`src/rtl/prim_intr_hw_coalesce.sv`:
```
// prim_intr_hw_coalesce
// Per-peripheral interrupt handler with an interrupt-moderation stage.
// Each source is either Event type (latched into INTR_STATE by the CSR block,
// optionally rising-edge detected) or Status type (INTR_STATE mirrors the live
// input OR'd with a sticky test value). Enabled, pending sources drive the
// flopped per-bit intr_o. The aggregate irq_o either follows "any pending"
// directly, or, with moderation enabled, fires once enough new pending bits
// have arrived or a timeout has elapsed since the first arrival.
module prim_intr_hw_coalesce #(
   parameter int              Width      = 8,
   parameter logic [Width-1:0] StatusMask = '0,
   parameter logic [Width-1:0] EdgeMask   = '0,
   parameter int              CntW       = 8,
   parameter int              TimerW     = 16
) (
   input  logic              clk_i,
   input  logic              rst_ni,
   input  logic [Width-1:0]  event_intr_i,
   input  logic [Width-1:0]  reg2hw_intr_enable_q_i,
   input  logic [Width-1:0]  reg2hw_intr_test_q_i,
   input  logic              reg2hw_intr_test_qe_i,
   input  logic [Width-1:0]  reg2hw_intr_state_q_i,
   output logic [Width-1:0]  hw2reg_intr_state_de_o,
   output logic [Width-1:0]  hw2reg_intr_state_d_o,
   input  logic              cfg_coal_en_i,
   input  logic [CntW-1:0]   cfg_thresh_i,
   input  logic [TimerW-1:0] cfg_timeout_i,
   output logic [Width-1:0]  intr_o,
   output logic              irq_o,
   output logic [CntW-1:0]   coal_cnt_o
);

   // Popcount of Width bits needs enough room to hold Width itself.
   localparam int ArrW = $clog2(Width + 1);
   // Sum width wide enough that cnt + arr never wraps before saturation.
   localparam int SumW = ((CntW > ArrW) ? CntW : ArrW) + 1;

   localparam logic [CntW-1:0]   CntMax = '1;
   localparam logic [TimerW-1:0] TmrMax = '1;

   // Edge detection only applies to Event-type sources.
   localparam logic [Width-1:0] EdgeOnly = EdgeMask & ~StatusMask;

   typedef enum logic [1:0] {
      IdleSt,
      WaitSt,
      FireSt
   } coal_state_e;

   // Registered state
   logic [Width-1:0]  ev_q, ev_d;
   logic [Width-1:0]  test_status_q, test_status_d;
   logic [Width-1:0]  intr_q, intr_d;
   logic [Width-1:0]  prev_q, prev_d;
   logic              irq_q, irq_d;
   logic [CntW-1:0]   cnt_q, cnt_d;
   logic [TimerW-1:0] tmr_q, tmr_d;
   coal_state_e       fsm_q, fsm_d;

   // Combinational intermediates
   logic [Width-1:0]  test_vec;
   logic [Width-1:0]  ev_det;
   logic [Width-1:0]  status_src;
   logic [Width-1:0]  status;
   logic [Width-1:0]  state_de;
   logic [Width-1:0]  state_d;
   logic [Width-1:0]  status_en;
   logic [Width-1:0]  arr_bits;
   logic              pend;
   logic [ArrW-1:0]   arr_cnt;
   logic [SumW-1:0]   cnt_sum;
   logic [CntW-1:0]   cnt_sat;
   logic [CntW-1:0]   arr_sat;
   logic [TimerW-1:0] tmr_inc;
   logic              cnt_fire;
   logic              tmr_fire;

   // Source conditioning: edge detect, test injection and INTR_STATE update.
   // Event bits only request a write when something new happens and always
   // write a 1; Status bits rewrite INTR_STATE every cycle with the live value.
   always_comb begin
      test_vec      = {Width{reg2hw_intr_test_qe_i}} & reg2hw_intr_test_q_i;
      ev_det        = event_intr_i & ~(ev_q & EdgeOnly);
      status_src    = event_intr_i | test_status_q;
      status        = (StatusMask & status_src) | (~StatusMask & reg2hw_intr_state_q_i);
      state_de      = StatusMask | test_vec | ev_det;
      state_d       = (StatusMask & status_src) | ~StatusMask;
      ev_d          = event_intr_i;
      test_status_d = reg2hw_intr_test_qe_i ? (reg2hw_intr_test_q_i & StatusMask)
                                            : test_status_q;
   end

   // Pending view of enabled sources and the set of bits that just became pending.
   always_comb begin
      status_en = status & reg2hw_intr_enable_q_i;
      pend      = |status_en;
      arr_bits  = status_en & ~prev_q;
      intr_d    = status_en;
      prev_d    = status_en;
   end

   // Count how many sources became newly pending this cycle.
   always_comb begin
      arr_cnt = '0;
      for (int i = 0; i < Width; i++) begin
         arr_cnt = arr_cnt + ArrW'(arr_bits[i]);
      end
   end

   // Saturating next values for the arrival counter and timer, and the two
   // fire conditions evaluated against the current configuration.
   always_comb begin
      cnt_sum  = SumW'(cnt_q) + SumW'(arr_cnt);
      cnt_sat  = (cnt_sum > SumW'(CntMax)) ? CntMax : CntW'(cnt_sum);
      arr_sat  = (SumW'(arr_cnt) > SumW'(CntMax)) ? CntMax : CntW'(arr_cnt);
      tmr_inc  = (tmr_q == TmrMax) ? tmr_q : tmr_q + TimerW'(1);
      cnt_fire = (cnt_sat >= cfg_thresh_i);
      tmr_fire = (cfg_timeout_i != '0) && (tmr_inc >= cfg_timeout_i);
   end

   // Moderation FSM: IDLE waits for a first arrival, WAIT accumulates arrivals
   // and time until a fire condition, FIRE holds irq until software clears all
   // pending bits. Disabling moderation forces IDLE with cleared counters.
   always_comb begin
      fsm_d = fsm_q;
      cnt_d = cnt_q;
      tmr_d = tmr_q;
      if (!cfg_coal_en_i) begin
         fsm_d = IdleSt;
         cnt_d = '0;
         tmr_d = '0;
      end else begin
         case (fsm_q)
            IdleSt: begin
               if (arr_cnt != '0) begin
                  cnt_d = arr_sat;
                  tmr_d = TimerW'(1);
                  fsm_d = (arr_sat >= cfg_thresh_i) ? FireSt : WaitSt;
               end
            end
            WaitSt: begin
               if (cnt_fire || tmr_fire) begin
                  fsm_d = FireSt;
                  cnt_d = cnt_sat;
                  tmr_d = tmr_inc;
               end else if (!pend) begin
                  fsm_d = IdleSt;
                  cnt_d = '0;
                  tmr_d = '0;
               end else begin
                  cnt_d = cnt_sat;
                  tmr_d = tmr_inc;
               end
            end
            FireSt: begin
               if (!pend) begin
                  fsm_d = IdleSt;
                  cnt_d = '0;
                  tmr_d = '0;
               end
            end
            default: begin
               fsm_d = IdleSt;
               cnt_d = '0;
               tmr_d = '0;
            end
         endcase
      end
   end

   // Aggregate irq: raw pending when unmoderated, otherwise the FIRE state.
   always_comb begin
      irq_d = cfg_coal_en_i ? (fsm_d == FireSt) : pend;
   end

   // All state flops, cleared asynchronously so no irq pulse follows reset.
   always_ff @(posedge clk_i or negedge rst_ni) begin
      if (!rst_ni) begin
         ev_q          <= '0;
         test_status_q <= '0;
         intr_q        <= '0;
         prev_q        <= '0;
         irq_q         <= 1'b0;
         cnt_q         <= '0;
         tmr_q         <= '0;
         fsm_q         <= IdleSt;
      end else begin
         ev_q          <= ev_d;
         test_status_q <= test_status_d;
         intr_q        <= intr_d;
         prev_q        <= prev_d;
         irq_q         <= irq_d;
         cnt_q         <= cnt_d;
         tmr_q         <= tmr_d;
         fsm_q         <= fsm_d;
      end
   end

   assign hw2reg_intr_state_de_o = state_de;
   assign hw2reg_intr_state_d_o  = state_d;
   assign intr_o                 = intr_q;
   assign irq_o                  = irq_q;
   assign coal_cnt_o             = cnt_q;

endmodule

```
`config.mk`:
```
export PLATFORM = sky130hd
export DESIGN_NAME = prim_intr_hw_coalesce
export DESIGN_NICKNAME = d
export VERILOG_FILES = /design/src/rtl/prim_intr_hw_coalesce.sv
export SDC_FILE = /design/constraint.sdc
export NUM_CORES = 1
export LEC_CHECK = 0
export ABC_AREA = 0
export BUFFER_PORTS_ARGS = -buffer_cell sky130_fd_sc_hd__buf_2
export CORE_UTILIZATION = 57
export DETAILED_ROUTE_END_ITERATION = 7
export PLACE_DENSITY = 0.87
export SYNTH_ARGS = -nofsm -noshare
export SYNTH_HDL_FRONTEND = slang
export SYNTH_SLANG_ARGS = --single-unit
```
`constraint.sdc`:
```
create_clock -name clk_i -period 12.6 [get_ports clk_i]
set_input_delay 0.63 -clock clk_i [delete_from_list [all_inputs] [get_ports clk_i]]
set_output_delay 0.63 -clock clk_i [all_outputs]
set_load 0.05 [all_outputs]
```
==> Word level (Yosys, flattened, before mapping) <==
Cells that the tools add are included.
{ "totals": {"register_bits": 35, "out_inout_bits": 33} }
{ "classes": {"bitwise_logic": 5, "mux": 21, "n_reduce_logical": 7, "n_lt_le_gt_ge": 4, "n_eq_ne": 6, "n_addsub": 9} }
{ "ops": {"columns": ["operator", "count"], "rows": [
  ["$mux 16", 6],
  ["$mux 8", 6],
  ["$pmux 16 s3", 1],
  ["$and 8x8->8", 3],
  ["$pmux 8 s3", 1],
  ["$add 16x1->16 const B", 1],
  ["$add 4x1->4", 4],
  ["$eq 16x16->1 const B", 1],
  ["$ge 16x16->1", 1],
  ["$reduce_bool 16->1", 1],
  ["$mux 2", 5],
  ["$add 8x4->9", 1],
  ["$gt 9x8->1 const B", 1],
  ["$ge 4x8->1", 1],
  ["$ge 8x8->1", 1],
  ["$not 8->8", 1],
  ["$or 8x8->8", 1],
  ["$reduce_or 8->1", 1],
  ["$ne 3x3->1 const B", 2],
  ["$pmux 2 s3", 1],
  ["$add 3x1->4", 1],
  ["$eq 2x2->1 const B", 2],
  ["$reduce_bool 4->1", 1],
  ["$add 2x1->3", 1],
  ["other kinds (7)", 7]
]} }

==> Depth between registers and ports, before layout <==
Gate-level depths: netlist of run 1.
{ "logic_depth": {"ltp_word": 19, "mapped_depth": 26, "depth_no_buf": 25} }

==> Least setup slack after synthesis of run 1 <==
No wires, ideal clock.
{ "synth_timing": {"path_type": "input-to-reg", "startpoint": "input port reg2hw_intr_state_q_i[0]", "endpoint": "register cnt_q[7] (netlist: coal_cnt_o[7])", "path_slack_ns": 6.650, "setup_time_ns": 0.067, "stages": 25, "arrival_ns": 5.883, "cell_sequence": "nand2_1 nor2_1 fa_1 inv_1 fa_1 fa_1 inv_1 ha_1 inv_1 fa_1 inv_1 fa_1 a21o_1 a21oi_1 nor3_1 or2_2 ha_1 nand2_1 o21ai_0 nand4_1 a21oi_1 nor2_1 a21oi_1 clkbuf_1 a22o_1"} }
{ "synth_via": {"elab_chain_len": 17, "word_cells_on_any_way": 23, "classes_between": "add/sub: 8; order compare: 2; eq/ne: 2; mux: 5; bitwise: 2; reduce/logical: 4"} }
{ "synth_rtl": {"columns": ["element", "line_no", "text"], "rows": [
  ["start: declaration", "22", "input logic [Width-1:0] reg2hw_intr_state_q_i,"],
  ["$and 8x8->8 (*)", "95", "status_en = status & reg2hw_intr_enable_q_i;"],
  ["$and 8x8->8", "97", "arr_bits = status_en & ~prev_q;"],
  ["$add 1x1->2", "106", "arr_cnt = arr_cnt + ArrW'(arr_bits[i]);"],
  ["$add 2x1->3", "106", null],
  ["$add 3x1->4", "106", null],
  ["$add 4x1->4 (4 in series)", "106", null],
  ["$add 8x4->9", "113", "cnt_sum = SumW'(cnt_q) + SumW'(arr_cnt);"],
  ["$gt 9x8->1", "114", "cnt_sat = (cnt_sum > SumW'(CntMax)) ? CntMax : CntW'(cnt_sum);"],
  ["$mux 8", "114", null],
  ["$ge 8x8->1", "117", "cnt_fire = (cnt_sat >= cfg_thresh_i);"],
  ["$logic_or 1x1->1", "142", "if (cnt_fire || tmr_fire) begin"],
  ["$mux 8", "142", null],
  ["$pmux 8 s3", "133", "case (fsm_q)"],
  ["$mux 8", "128", "if (!cfg_coal_en_i) begin"],
  ["end signal: assignment", "193", "cnt_q <= cnt_d;"],
  ["end: declaration", "56", "logic [CntW-1:0] cnt_q, cnt_d;"]
]} }
Every way passes the cells marked *; elsewhere a longest branch is shown, timed or not.
A chain may end at the register's enable or synchronous reset.

==> Worst setup path after layout of run 1 <==
{ "layout_timing": {"startpoint": "input port reg2hw_intr_state_q_i[0]", "endpoint": "register tmr_q[1]"} }
{ "layout_via": {"elab_chain_len": 17, "word_cells_on_any_way": 23, "classes_between": "add/sub: 8; order compare: 2; eq/ne: 2; mux: 5; bitwise: 2; reduce/logical: 4"} }
{ "layout_rtl": {"columns": ["element", "line_no", "text"], "rows": [
  ["$and 8x8->8 (*)", "95", null],
  ["$and 8x8->8", "97", null],
  ["$add 1x1->2", "106", null],
  ["$add 2x1->3", "106", null],
  ["$add 3x1->4", "106", null],
  ["$add 4x1->4 (4 in series)", "106", null],
  ["$add 8x4->9", "113", null],
  ["$gt 9x8->1", "114", null],
  ["$mux 8", "114", null],
  ["$ge 8x8->1", "117", null],
  ["$logic_or 1x1->1", "142", null],
  ["$mux 16", "142", null],
  ["$pmux 16 s3", "133", null],
  ["$mux 16", "128", null],
  ["end signal: assignment", "194", "tmr_q <= tmr_d;"],
  ["end: declaration", "57", "logic [TimerW-1:0] tmr_q, tmr_d;"]
]} }
Marks and branches as above.

==> results of run 1 <==
-- power breakdown --
group	switching [W]	internal [W]	total [W]
logic	0.000108	0.0000616	0.000170
registers	0.0000113	0.000120	0.000131
clock network	0.0000439	0.0000651	0.000109
total	0.000163	0.000247	0.000410
-- placed cells by master, fill, tap and decap left out, types with 5 or more instances in the layout --
| cell type | count |
|---|---|
| a21o_1 | 18 |
| a21oi_1 | 14 |
| a22o_1 | 17 |
| a31oi_1 | 7 |
| and2_1 | 6 |
| and3_1 | 12 |
| buf_2 | 84 |
| clkbuf_8 | 6 |
| conb_1 | 8 |
| dfrtp_1 | 35 |
| fa_1 | 5 |
| ha_1 | 36 |
| inv_1 | 40 |
| nand2_1 | 22 |
| nand3_1 | 10 |
| nor2_1 | 19 |
| nor2b_1 | 7 |
| nor3_1 | 7 |
| nor4_1 | 5 |
| o21ai_0 | 11 |
| xnor2_1 | 7 |
-- per-layer routing --
metal / vias to the layer above / part of all wire, % / wire (µm)
li1: 1397 / - / -
met1: 1318 / 42 / 3055
met2: 129 / 49 / 3529
met3: 8 / 7.0 / 504
met4: 0 / 1.6 / 116
met5: - / 0 / 0
-- worst max path at each step --
stage,from,endpoint,slack [ns],depth (start not counted)
finish,reg2hw_intr_state_q_i[0],tmr_q[1],6.06,25
floorplan,reg2hw_intr_state_q_i[0],coal_cnt_o[7],6.65,25
CTS,reg2hw_intr_state_q_i[0],tmr_q[1],6.04,25
global route,reg2hw_intr_state_q_i[0],coal_cnt_o[5],5.66,25
global placement,reg2hw_intr_state_q_i[0],tmr_q[15],5.95,25
detailed placement,reg2hw_intr_state_q_i[0],tmr_q[1],5.74,25
-- per-stage QoR --
stage / worst slack, ns / util (%) / instance area [µm²] / power (W)
finish: 6.063 / 70.64 / 3631 / 0.0004102
global route: 5.660 / 70.64 / 3631 / 0.0004362
CTS: 6.040 / 70.64 / 3631 / 0.0004102
detailed placement: 5.744 / 68.28 / 3510 / 0.0003015
global placement: 5.951 / 68.28 / 3510 / 0.0002963
floorplan: 6.650 / - / 3104 / 0.0002595
-- final cells by class --
class                   count  area share, %
clock buffers               6          2.274
clock inverters             2          1.068
inverters                  42          4.342
multi-input cells         263          54.20
flip-flops and latches     35          24.12
well taps                  70          2.412
repair buffers             84          11.58
-- cells by family (layout without fill, tap and decap cells) --
logic type / after synthesis / count (layout) / synth area share [%]
other: 1 / 8 / 0.1218
buffers and inverters: 58 / 134 / 8.577
adder cells (fa/ha/maj): 41 / 41 / 17.89
AO/OA/AOI/OAI: 91 / 91 / 21.26
flip-flops: 35 / 35 / 28.46
multiplexers: 5 / 5 / 2.154
AND/OR/NAND/NOR: 107 / 107 / 18.41
XOR/XNOR: 11 / 11 / 3.130
-- critical path, cell delays in order --
cell     delay (ns)
buf_2          0.10
nand2_1        0.08
nor2_1         0.06
fa_1           0.53
inv_1          0.05
fa_1           0.50
fa_1           0.49
inv_1          0.07
ha_1           0.17
inv_1          0.06
fa_1           0.51
inv_1          0.10
fa_1           0.44
a21o_1         0.20
a21oi_1        0.29
nor3_1         0.13
or2_2          0.31
ha_1           0.28
nand2_1        0.04
o21ai_0        0.16
nand4_1        0.11
a21oi_1        0.29
nor2_1         0.18
a21oi_2        0.75
a22o_1         0.25
-- registers in the layout (all words and copies together), names as in the netlist --
name / cells
coal_cnt_o: 8
fsm_q: 2
irq_o: 1
prev_q: 8
tmr_q: 16
==> flow_summary.ini, run 1 <==
[die]
ioPinCount = 93
fp-row-count = 26
die_h_um = 75.49
core_area_um2 = 5140
initial_core_util_pct = 59.88
die_area_um2 = 5698
die-width_um = 75.49

[setup_path]
crit_arrival_ns = 6.77
timing.critical_path.required_ns = 12.83
critical_path_class = in2reg
worstRegToRegCells = 23
element_type_at_the_critical_path_end = register
r2r-start = prev_q[0]
worst-path-max-fanout = 20
setup.worst_path.start_class = primary input
reg2reg_slack_ns = 6.22
critical_path.reg2reg.endpoint = tmr_q[1]

[drt]
route.detailed.drc = 0
detail_route.iter0.violations = 194
detailroute.via_count = 2852
totalWireLength_um = 7205
vias_per_cell = 5.681
number_of_iterations_in_the_first_detailed_routing_pass = 4
route.detailed.wl_per_inst_um = 14.35
antenna_violating_nets_remaining = 0

[clocking]
post-cts-setup-buffer-count = 0
clock_sink_count = 35
clock_tree.root_cell = clkbuf_8
insertion_delay_ns = 0.29
holdBufCountCts = 0
clockBufferDepth = 2
cts_made_buffers = 5
cts.repair.resized = 0
cts-htree-levels = 2
cts.clk_slew.worst_paths_ns = 0.08
cts_tree = built

[finish]
final_net_count = 532
post_route_cells_drive_above_1_share_pct = 23.84
multi_input_comb_area_um2 = 1968
synthToLayoutAreaGrowth_pct = 17.97
antennaDiodeCount = 0
num-fill-cells = 416
final_cells = 502
register_area_um2 = 875.8

[global_routing]
grtUsageMet1_pct = 31.40
global_route.usage.met3_pct = 6.349
global_route_wire_length_before_repair_um = 11410
gr-usage-all-layers_pct = 26.79
vias_in_the_first_global_route = 2593
fraction_of_met2_tracks_used_by_global_routing_pct = 48.12
globalRoute.busiestLayer = met2
grt.overflow.total = 0
maximum_number_of_pins_on_one_net_before_global_route_repair = 36
grt_antenna_before_repair = 0

[outcome]
outcome = complete, no violations

[synth]
post_synthesis_instance_area_um2 = 3078
ys_warn_count = 0
synth.distinct_cells = 53
async_reset_ff_share_pct = 100.0
synthTopCellsByCount = 40 x inv_1, 36 x ha_1, 35 x dfrtp_1
seq_area_frac_synth_pct = 28.46
synth-edff-count = 0
synthesis.instances = 349
synth.area.top_cells = dfrtp_1 28%, ha_1 15%, inv_1 4.9%, a22o_1 4.8%, a21o_1 4.4%
postSynthAreaPerCell_um2 = 8.819
synth_top_cell_area_share_pct = 28.46
synth_largest_area_cell = dfrtp_1
synth_top_flop_cell = dfrtp_1
post-synth-top-count-cell = inv_1
synth-seq-cells = 35

[worst_hold_path]
min_path_type = in2async

[timing]
clock.fmax_mhz = 153.0
setup_failing_eps_final = 0
rsz0062_at_grt = false
timing.hold.ws_ns = 0.4070
timing.max_slew.rel_slack_pct = 39.24
slew_viol_final = 0
final_sum_of_negative_setup_slack_ns = 0
tightest_slew_ns = 0.9114
post-route-min-period_ns = 6.537
timing.clock.skew_ns = 0.005640
report.final.hold_viol_count = 0
min_period_over_period_pct = 51.88

[pwr]
total_leakage_power_nw = 2.097
vdd_ir_drop_max_mv = 0.05233
power_density_nw_per_um2 = 113.0

[job]
max_cap_viol_count = 0

[place]
finalWeightedCongestion = 0.8784
placed_cells = 494
hpwlAfterDp_um = 5712
portBuffers = 84
Power figures use the tool's default switching activity.
==> run 2: changes to the inputs <==
--- a/config.mk
+++ b/config.mk
@@ -5,11 +5,11 @@
 export SDC_FILE = /design/constraint.sdc
 export NUM_CORES = 1
 export LEC_CHECK = 0
-export ABC_AREA = 0
+export ABC_AREA = 1
 export BUFFER_PORTS_ARGS = -buffer_cell sky130_fd_sc_hd__buf_2
-export CORE_UTILIZATION = 57
+export CORE_UTILIZATION = 49
 export DETAILED_ROUTE_END_ITERATION = 7
-export PLACE_DENSITY = 0.87
+export PLACE_DENSITY = 0.78
 export SYNTH_ARGS = -nofsm -noshare
 export SYNTH_HDL_FRONTEND = slang
 export SYNTH_SLANG_ARGS = --single-unit
==> constraint.sdc (replaced) <==
create_clock -name clk_i -period 5.7 [get_ports clk_i]
set_input_delay 0.285 -clock clk_i [delete_from_list [all_inputs] [get_ports clk_i]]
set_output_delay 0.285 -clock clk_i [all_outputs]
set_load 0.05 [all_outputs]
==> run 2 against run 1 <==
- area after synthesis rose by 10%
- routed wire length rose by 18%
- clock power rose by 61%
- hold slack got worse by 0.32 ns
- core utilization fell by 8.1 points
- clock skew rose by 0.0038 ns
- sequential share of layout area fell by 2.6 points
- synthesized cell count rose by 37%
- global-route usage fell by 2.9 points
- final cell count rose by 28%
- critical endpoint is now tmr_q[0]
==> flow_summary.ini, run 2 <==
[outcome]
outcome = complete, no violations

[global_routing]
grt_antenna_before_repair = 0
maximum_number_of_pins_on_one_net_before_global_route_repair = 36
vias_in_the_first_global_route = 3354
grt.overflow.total = 0
global_route_wire_length_before_repair_um = 14150
gr-usage-all-layers_pct = 23.91

[synth]
synth-edff-count = 0
synth_top_cell_area_share_pct = 25.79
post-synth-top-count-cell = nand2_1
synth.distinct_cells = 41
synth_largest_area_cell = dfrtp_1
synth-seq-cells = 35
synthesis.instances = 477
post_synthesis_instance_area_um2 = 3396
synth_top_flop_cell = dfrtp_1
synth.area.top_cells = dfrtp_1 26%, ha_1 13%, nand2_1 13%, inv_1 9.8%, nand4_1 4.4%
seq_area_frac_synth_pct = 25.79
ys_warn_count = 0
synthTopCellsByCount = 118 x nand2_1, 89 x inv_1, 36 x ha_1
postSynthAreaPerCell_um2 = 7.119
async_reset_ff_share_pct = 100.0

[die]
fp-row-count = 29
die-width_um = 85.25
ioPinCount = 93
die_area_um2 = 7267
initial_core_util_pct = 51.99
core_area_um2 = 6531
die_h_um = 85.25

[setup_path]
critPathMaxStageDelay_ns = 0.52
critical_path_class = reg2reg
crit_arrival_ns = 5.58
crit_path_frequent_cell = inv_1
worst-path-max-fanout = 7
slowest_stage = fa_1
element_type_at_the_critical_path_end = register
timing.critical_path.required_ns = 5.86
setup.worst_path.start_class = register

[pwr]
internal_power_w = 0.0005092
power_density_nw_per_um2 = 222.8
vdd_ir_drop_max_mv = 0.2033
swShare_pct = 44.06
total_leakage_power_nw = 2.480
clockPowerShare_pct = 19.4
p_seq_share_pct = 31.5
pwr-share-comb_pct = 49.1
p_switching_w = 0.0004011

[finish]
antennaDiodeCount = 0
layout.cells.most_common_list = 116 x nand2_1, 87 x inv_1, 84 x buf_2, 32 x dfrtp_1, 31 x ha_1
top_register = tmr_q
layout_commonest_cell = nand2_1
post-route-cell-area_um2 = 4085
largest_register_ffs = 16
post_route_cells_drive_above_1_share_pct = 26.76
final_net_count = 668
synthToLayoutAreaGrowth_pct = 20.30
register_area_um2 = 879.6
multi_input_comb_area_um2 = 2166
num-fill-cells = 590

[clocking]
cts.clk_slew.worst_paths_ns = 0.08
cts-htree-levels = 2
insertion_delay_ns = 0.29
cts_tree = built
cts_made_buffers = 5
clock_tree.root_cell = clkbuf_8
clock_sink_count = 35
clockBufferDepth = 2

[job]
max_cap_viol_count = 0

[timing]
fin_ws_ns = 0.2813
setup_failing_eps_final = 0
final_sum_of_negative_setup_slack_ns = 0
min_period_over_period_pct = 95.07
tightest_slew_ns = 0.8126
post-route-min-period_ns = 5.419
report.final.hold_viol_count = 0
slew_viol_final = 0
timing.max_slew.rel_slack_pct = 45.82
clock.fmax_mhz = 184.5
timing.clock.skew_ns = 0.009450

[place]
finalWeightedCongestion = 0.9949
hpwlAfterDp_um = 6688
portBuffers = 84
postPlaceCellArea_um2 = 3882
dpl_worst_slack_ns = -0.03858

[drt]
route.detailed.wl_per_inst_um = 13.13
detail_route.iter0.violations = 185
number_of_iterations_in_the_first_detailed_routing_pass = 5
detailroute.via_count = 3434
route.detailed.drc = 0
totalWireLength_um = 8469
vias_per_cell = 5.324
antenna_violating_nets_remaining = 0

[worst_hold_path]
min_path_type = in2async
run 2: critical path, delay by kind of cell (launching register included):
kind / cells / cell delay (ns)
buffers and inverters: 8 / 0.56
AOI/OAI and AO/OA: 5 / 0.58
adders and majority gates: 7 / 2.40
and+or+nand+nor: 10 / 1.05
xor gates and xnor gates: 1 / 0.33
DFF: 1 / 0.36
run 2: through the flow:
stage | hold slack [ns] | std cells | total power [W] | util (%)
after floorplan | -0.01059 | 484 | 0.0005983 | -
after global placement | 0.4168 | 635 | 0.0006930 | 59.44
after detailed placement | 0.4243 | 635 | 0.0007011 | 59.44
after CTS | 0.1098 | 643 | 0.0008810 | 60.69
after global routing | 0.1382 | 645 | 0.0009799 | 62.55
final | 0.08840 | 645 | 0.0009103 | 62.55
run 2: timing repair:
action	4_1_cts	5_1_grt
buffers inserted	0	2
setup endpoints to repair	0	27
gates resized for setup	0	25
hold buffers	0	0
run 2: path summary, 6_finish.rpt:
path,cells past startpoint,slack (ns),endpoint,startpoint
worst min-delay path,1,0.09,irq_o,rst_ni
max in group asynchronous,1,5.05,prev_q[1],rst_ni
min in group clk_i,3,0.23,prev_q[4],reg2hw_intr_enable_q_i[4]
worst max-delay path,31,0.28,tmr_q[0],prev_q[0]
worst max register to register,31,0.28,tmr_q[0],prev_q[0]
worst min register to register,2,0.54,coal_cnt_o[0],coal_cnt_o[0]
run 2: cell type report:
cell class / count / area share (%)
Clock inverter: 1 / 0.1225
Timing Repair Buffer: 92 / 11.94
Clock buffer: 7 / 1.868
Sequential cell: 35 / 21.53
Inverter: 99 / 9.158
Multi-Input combinational cell: 334 / 53.02
Tap cell: 77 / 2.358
run 2: cells by family after synthesis:
logic type | Yosys count | share of synthesized area [%]
and+or+nand+nor | 214 | 30.91
AOI/OAI and AO/OA | 63 | 10.43
DFF | 35 | 25.79
xor gates and xnor gates | 8 | 2.285
adders and majority gates | 41 | 16.21
buffers and inverters | 115 | 14.26
other | 1 | 0.1104
run 2: power groups by stage:
stage          sequential [W]  combinational [W]  clock [W]
6_report             0.000287           0.000447   0.000176
5_1_grt              0.000290           0.000497   0.000193
4_1_cts              0.000285           0.000415   0.000181
3_5_place_dp         0.000290           0.000411          0
3_3_place_gp         0.000289           0.000404          0
2_1_floorplan        0.000326           0.000272          0
run 2: metal layers:
metal / GRT usage, % / up-vias / share of wire [%]
met5: 0 / - / 0
met4: 7.088 / 0 / 2.5
met3: 3.113 / 26 / 6.4
met2: 44.65 / 172 / 49
met1: 28.47 / 1536 / 42
li1: - / 1700 / -
